### config.mk
export PLATFORM = sky130hd
export DESIGN_NAME = memory_reader_flat
export DESIGN_NICKNAME = d
export VERILOG_FILES = /design/src/rtl/memory_reader_if.sv /design/src/rtl/memory_reader.sv /design/src/flat_wrapper.sv
export SDC_FILE = /design/constraint.sdc
export NUM_CORES = 1
export LEC_CHECK = 0
export BUFFER_PORTS_ARGS = -buffer_cell sky130_fd_sc_hd__buf_2
export CAP_MARGIN = 20
export CORE_ASPECT_RATIO = 1.1
export CORE_UTILIZATION = 52
export CTS_BUF_LIST = sky130_fd_sc_hd__clkbuf_16
export CTS_CLUSTER_SIZE = 10
export DETAILED_ROUTE_END_ITERATION = 10
export PLACE_DENSITY = 0.73
export SLEW_MARGIN = 20
export SYNTH_ARGS = -nofsm -noshare
export SYNTH_HDL_FRONTEND = slang
export SYNTH_SLANG_ARGS = --single-unit
### constraint.sdc
create_clock -name CLOCK_50 -period 2.1 [get_ports CLOCK_50]
set_input_delay 0.42 -clock CLOCK_50 [delete_from_list [all_inputs] [get_ports CLOCK_50]]
set_output_delay 0.42 -clock CLOCK_50 [all_outputs]
set_load 0.02 [all_outputs]
### src/rtl/memory_reader_if.sv
// Memory read bus between memory_reader and the switch-written 4-entry memory.
//   SEL     : 2-bit entry select, driven by the reader
//   RD_DATA : combinational read data for the entry addressed by SEL
// master = reader side, slave = memory side.
interface memory_reader_if #(
  parameter int unsigned WIDTH = 3
);
  logic [1:0]       SEL;
  logic [WIDTH-1:0] RD_DATA;

  modport master (output SEL, input RD_DATA);
  modport slave  (input SEL, output RD_DATA);
endinterface

### src/rtl/memory_reader.sv
// Sequential read-back sequencer for a 4-entry memory.
// Steps the memory select on a KEY press (MODE=0) or after a dwell of DWELL
// cycles (MODE=1), gives the read one cycle to settle, captures the entry into
// OUT and strobes VALID for one cycle.
// Ports:
//   CLOCK_50 : system clock, rising edge
//   RESET    : synchronous, active-high reset
//   MODE     : 0 = manual step, 1 = auto-scan (static switch level)
//   STEP     : raw active-low KEY, asynchronous
//   mem      : memory read bus (SEL out, RD_DATA in)
//   OUT      : registered captured entry
//   VALID    : one-cycle strobe, high while OUT holds a fresh capture
module memory_reader #(
  parameter int unsigned WIDTH = 3,
  parameter int unsigned DWELL = 50_000_000
) (
  input  logic                  CLOCK_50,
  input  logic                  RESET,
  input  logic                  MODE,
  input  logic                  STEP,
  memory_reader_if.master       mem,
  output logic [WIDTH-1:0]      OUT,
  output logic                  VALID
);

  localparam int unsigned CntW = $clog2(DWELL);
  localparam logic [CntW-1:0] CntLast = CntW'(DWELL - 1);

  localparam logic [1:0] StWait    = 2'd0;
  localparam logic [1:0] StSettle  = 2'd1;
  localparam logic [1:0] StCapture = 2'd2;

  logic [1:0]       state_q, state_d;
  logic [1:0]       sel_q, sel_d;
  logic [WIDTH-1:0] out_q, out_d;
  logic             valid_q, valid_d;
  logic [2:0]       sync_q;          // {s3, s2, s1}
  logic [CntW-1:0]  cnt_q, cnt_d;
  logic             press;
  logic             advance;

  // Falling edge of the synchronised button: one cycle per press.
  assign press = sync_q[2] & ~sync_q[1];

  always_comb begin
    state_d = state_q;
    sel_d   = sel_q;
    out_d   = out_q;
    cnt_d   = '0;
    advance = 1'b0;
    unique case (state_q)
      StWait: begin
        if (MODE) begin
          advance = (cnt_q == CntLast);
          cnt_d   = advance ? '0 : cnt_q + CntW'(1);
        end else begin
          advance = press;
        end
        if (advance) begin
          sel_d   = sel_q + 2'd1;
          state_d = StSettle;
        end
      end
      StSettle: begin
        out_d   = mem.RD_DATA;
        state_d = StCapture;
      end
      StCapture: state_d = StWait;
      default:   state_d = StWait;
    endcase
    valid_d = (state_d == StCapture);
  end

  always_ff @(posedge CLOCK_50) begin
    if (RESET) begin
      // Start in SETTLE so entry 0 is captured without a press.
      state_q <= StSettle;
      sel_q   <= 2'd0;
      out_q   <= '0;
      valid_q <= 1'b0;
      sync_q  <= 3'b111;
      cnt_q   <= '0;
    end else begin
      state_q <= state_d;
      sel_q   <= sel_d;
      out_q   <= out_d;
      valid_q <= valid_d;
      sync_q  <= {sync_q[1:0], STEP};
      cnt_q   <= cnt_d;
    end
  end

  assign mem.SEL = sel_q;
  assign OUT     = out_q;
  assign VALID   = valid_q;

endmodule
### src/flat_wrapper.sv
// flat-port wrapper written by rule: the top's interface ports become plain ports
module memory_reader_flat 
#(
  parameter int unsigned WIDTH = 3,
  parameter int unsigned DWELL = 50_000_000
)
  (CLOCK_50, RESET, MODE, STEP, OUT, VALID, mem_SEL, mem_RD_DATA);
  memory_reader_if #(.WIDTH(WIDTH)) mem_i ();
  input  logic CLOCK_50;
  input  logic RESET;
  input  logic MODE;
  input  logic STEP;
  output logic [WIDTH-1:0] OUT;
  output logic VALID;
  output wire logic [$bits(mem_i.SEL)-1:0] mem_SEL;
  input wire logic [$bits(mem_i.RD_DATA)-1:0] mem_RD_DATA;
  assign mem_SEL = mem_i.SEL;
  assign mem_i.RD_DATA = mem_RD_DATA;
  memory_reader #(.WIDTH(WIDTH), .DWELL(DWELL)) u_core (.CLOCK_50(CLOCK_50), .RESET(RESET), .MODE(MODE), .STEP(STEP), .mem(mem_i), .OUT(OUT), .VALID(VALID));
endmodule
==> Flow_metrics.wiki <==
{| class="wikitable"
! Metric !! Value
|-
| Number of hold violations in the final report || 0
|-
| Initial DRC Count || between 40 and 50
|-
| CTS buffer count || 5
|-
| Sink Count || 36
|-
| Crit start category || register
|-
| Critical path fanouts, max || 4
|-
| Final count of pins violating max slew || 0
|-
| CTS Root Buffer Type || clkbuf_16
|-
| Shortest clock period the worst path allows after layout || 2.03 ns
|-
| Number of synthesized register bits || 36
|-
| Hold_ws || ~0.32 ns
|-
| Clock Pin Slew Worst Setup and Hold Paths || around 0.050 ns
|-
| Congestion Overflow GR || 0
|-
| Detailed-route wire length per cell || 13.5 µm
|-
| Vias/cell || ~5.7
|-
| Final cell count without fillers || roughly 240
|-
| Number of warnings printed during yosys synthesis || 0
|-
| RR Endpoint || u_core.mem.SEL[0]
|-
| Leakage component of the power || between 0.6 and 0.7 nW
|-
| Power consumption || between 1 and 1.5 mW
|-
| Beginning of the critical path || u_core.cnt_q[11]
|-
| Sum of net half-perimeters after detailed placement || approximately 2300 µm
|-
| Core occupancy in the finished layout || 64.2%
|-
| DIE WIDTH || approximately 56 µm
|-
| Mean post-synth cell area || ~9.0 µm²
|-
| Core ar. || about 0.003 mm²
|-
| Router iterations before antenna repair || 4
|-
| Data arrival, critical path || between 2 and 2.5 ns
|-
| Share of the cycle needed by the critical path after routing || 96.6%
|-
| Launch instance of the worst register-to-register path || u_core.cnt_q[11]
|-
| CTS HTree Levels || 2
|-
| Number of port buffers || 12
|-
| DRC viols || 0
|-
| Reg2Reg Setup Slack || about 0.072 ns
|-
| TNS Setup || 0 ns
|-
| Max-capacitance violation count || 0
|-
| Antenna violations before repair || 0
|-
| Setup violations, final || 0
|-
| Commonest register cell after synthesis || dfxtp_1
|-
| Die extent in y || between 60 and 70 µm
|-
| Routed via count || approximately 1.4k
|-
| Run status || finished, final reports clean
|-
| Post-placement cell area || around 0.0018 mm²
|-
| Power density normalized to cell area || roughly 740 mW/mm²
|-
| Share of post-route cells with drive strength above 1 || between 20% and 30%
|-
| Count of distinct cell types in the synthesized netlist || just over 40
|-
| Area Overhead vs Synth || 18.4%
|-
| Worst min-delay path class || in -> reg
|-
| Worst-Margin Slew || approximately 0.55 ns
|-
| Share of the yosys chip area belonging to registers || 44.0%
|-
| Initial core utilization || a little over half
|-
| Worst Setup Path Type || reg -> reg
|-
| Syn nets || between 150 and 200
|-
| VDD IR max || ~0.82 mV
|-
| Antenna cells || 0
|-
| Synthesized area || between 0.0015 and 0.002 mm²
|-
| Number of global-route vias before repair || 1332
|-
| GRT Overall Usage || 21.9%
|-
| Layout net count || roughly 220
|-
| Async S/R FF share, synth || 0%
|-
| Top achievable clock speed || between 400 and 500 MHz
|-
| Number of enable-type register cells in the synthesized netlist || 0
|-
| Share of Yosys cell area claimed by the top area cell type || between 40% and 50%
|-
| Worst path setup slack after routing || between 0.07 and 0.08 ns
|-
| Cell type with the largest total area after synthesis || dfxtp_1
|-
| # rows || 21
|-
| Setup WS pre-CTS || 0.0165 ns
|-
| Detailed-route wire length || about 3300 µm
|-
| Post-route clock skew || 0.00512 ns
|-
| Area enclosed by the die boundary || 0.00338 mm²
|-
| Worst-Skew Late Latency || roughly 0.28 ns
|-
| Global-route wire length before repair || 5600 µm
|-
| Placed Instances || 233
|-
| Type of destination of the critical path || register
|-
| R2R depth || 4
|-
| Worst setup endpoint || u_core.mem.SEL[0]
|-
| Worst EP required || 2.27 ns
|-
| Number of placed I/O pins || 13
|-
| Syn Inst Count || 182
|-
| TritonCTS clock tree || built
|-
| Remaining number of nets flagged by the antenna check after routing || 0
|-
| Setup repair after global routing missed its margin || false
|-
| Pin count of the biggest net entering global routing || 15
|-
| Slew Limit Headroom || 62.7%
|-
| CTS max path bufs || 2
|-
| Total non-filler cell area in the finished layout || approximately 0.0019 mm²
|-
| Gp weighted congestion || slightly below 0.8
|-
| Cell types occupying the most area after synthesis || dfxtp_1 44%, xnor2_1 4.8%, nor2_1 4.6%
|}
[worst max-delay path, cell delays in order, from the launching register on]
cell	delay, ns
dfxtp_1	0.33
or4b_1	0.52
or4_4	0.54
o21ai_2	0.18
mux2_2	0.35
[logic make-up after synthesis]
group	after synthesis	share of synthesized area, %
XOR/XNOR	12	6.41
adder cells (fa/ha/maj)	1	0.763
AO/OA/AOI/OAI	29	10.7
multiplexers	4	2.52
AND/OR/NAND/NOR	88	31.8
flip-flops	36	44.0
buffers and inverters	12	3.89
[area by class of cell]
class | count | area (µm²)
fill | 255 | 1080
multi-input combinational | 134 | 862
sequential | 36 | 721
timing repair buffer | 24 | 150
clock buffer | 5 | 125
tap | 34 | 42.5
inverter | 7 | 26.3
clock inverter | 3 | 13.8
[repair_timing]
action / CTS / global route
hold buffers: 0 / 0
setup endpoints to repair: 0 / 7
gates resized for setup: 0 / 2
setup buffers: 0 / 2
[synth_stat cells (4+ instances only)]
cell and count:
nor3_1 4, nor2_1 20, inv_1 7, xnor2_1 9, or3_1 7, nand4_1 7
a21oi_1 12, nand3_1 10, o21ai_0 7, or4_1 4, dfxtp_1 36, nand2_1 6
o31ai_1 4
[worst min path at each step]
| stage | from | end | slack, ns | cells after the start |
|---|---|---|---|---|
| after detailed placement | u_core.sync_q[0] | u_core.sync_q[1] | 0.40 | 1 |
| after global placement | u_core.sync_q[0] | u_core.sync_q[1] | 0.40 | 1 |
| after CTS | STEP | u_core.sync_q[0] | 0.32 | 2 |
| final | STEP | u_core.sync_q[0] | 0.32 | 2 |
| after floorplan | u_core.sync_q[0] | u_core.sync_q[1] | 0.39 | 1 |
| after global routing | STEP | u_core.sync_q[0] | 0.32 | 2 |
[sequential cells by signal, summed over array words and instances, names as in the netlist]
register        cells
u_core.OUT          3
u_core.state_q      2
u_core.sync_q       3
u_core.mem.SEL      2
u_core.cnt_q       26
[per-layer routing]
layer | global-route usage (%) | wire (µm) | vias to the layer above
li1 | - | - | 712
met1 | 24.5 | 1460 | 643
met2 | 37.9 | 1630 | 26
met3 | 7.89 | 124 | 7
met4 | 10.4 | 70 | 0
met5 | 0 | 0 | -
[where the power goes]
| group | leakage [nW] | internal [mW] | switching [mW] | total, mW |
|---|---|---|---|---|
| Sequential | 0.292 | 0.694 | 0.00634 | 0.700 |
| Combinational | 0.303 | 0.0237 | 0.0312 | 0.0549 |
| Clock | 0.0710 | 0.430 | 0.257 | 0.687 |
[cells in the final DEF, fill, tap and decap left out, types with 3 or more instances in the layout]
| master | instances |
|---|---|
| nand3_1 | 10 |
| nor3_1 | 4 |
| nor2b_1 | 3 |
| or2_2 | 3 |
| nand2_1 | 6 |
| and4_1 | 3 |
| nor4_1 | 3 |
| nor2_1 | 20 |
| o31ai_1 | 4 |
| clkbuf_16 | 5 |
| or3_1 | 7 |
| dfxtp_1 | 36 |
| o21ai_0 | 7 |
| xor2_1 | 3 |
| buf_2 | 12 |
| xnor2_1 | 9 |
| buf_4 | 12 |
| nand4_1 | 7 |
| inv_1 | 7 |
| mux2i_1 | 3 |
| or4_1 | 3 |
| nor3b_1 | 3 |
| a21oi_1 | 12 |
| or4_4 | 4 |
Note: power is estimated with default switching activity, not from simulation.
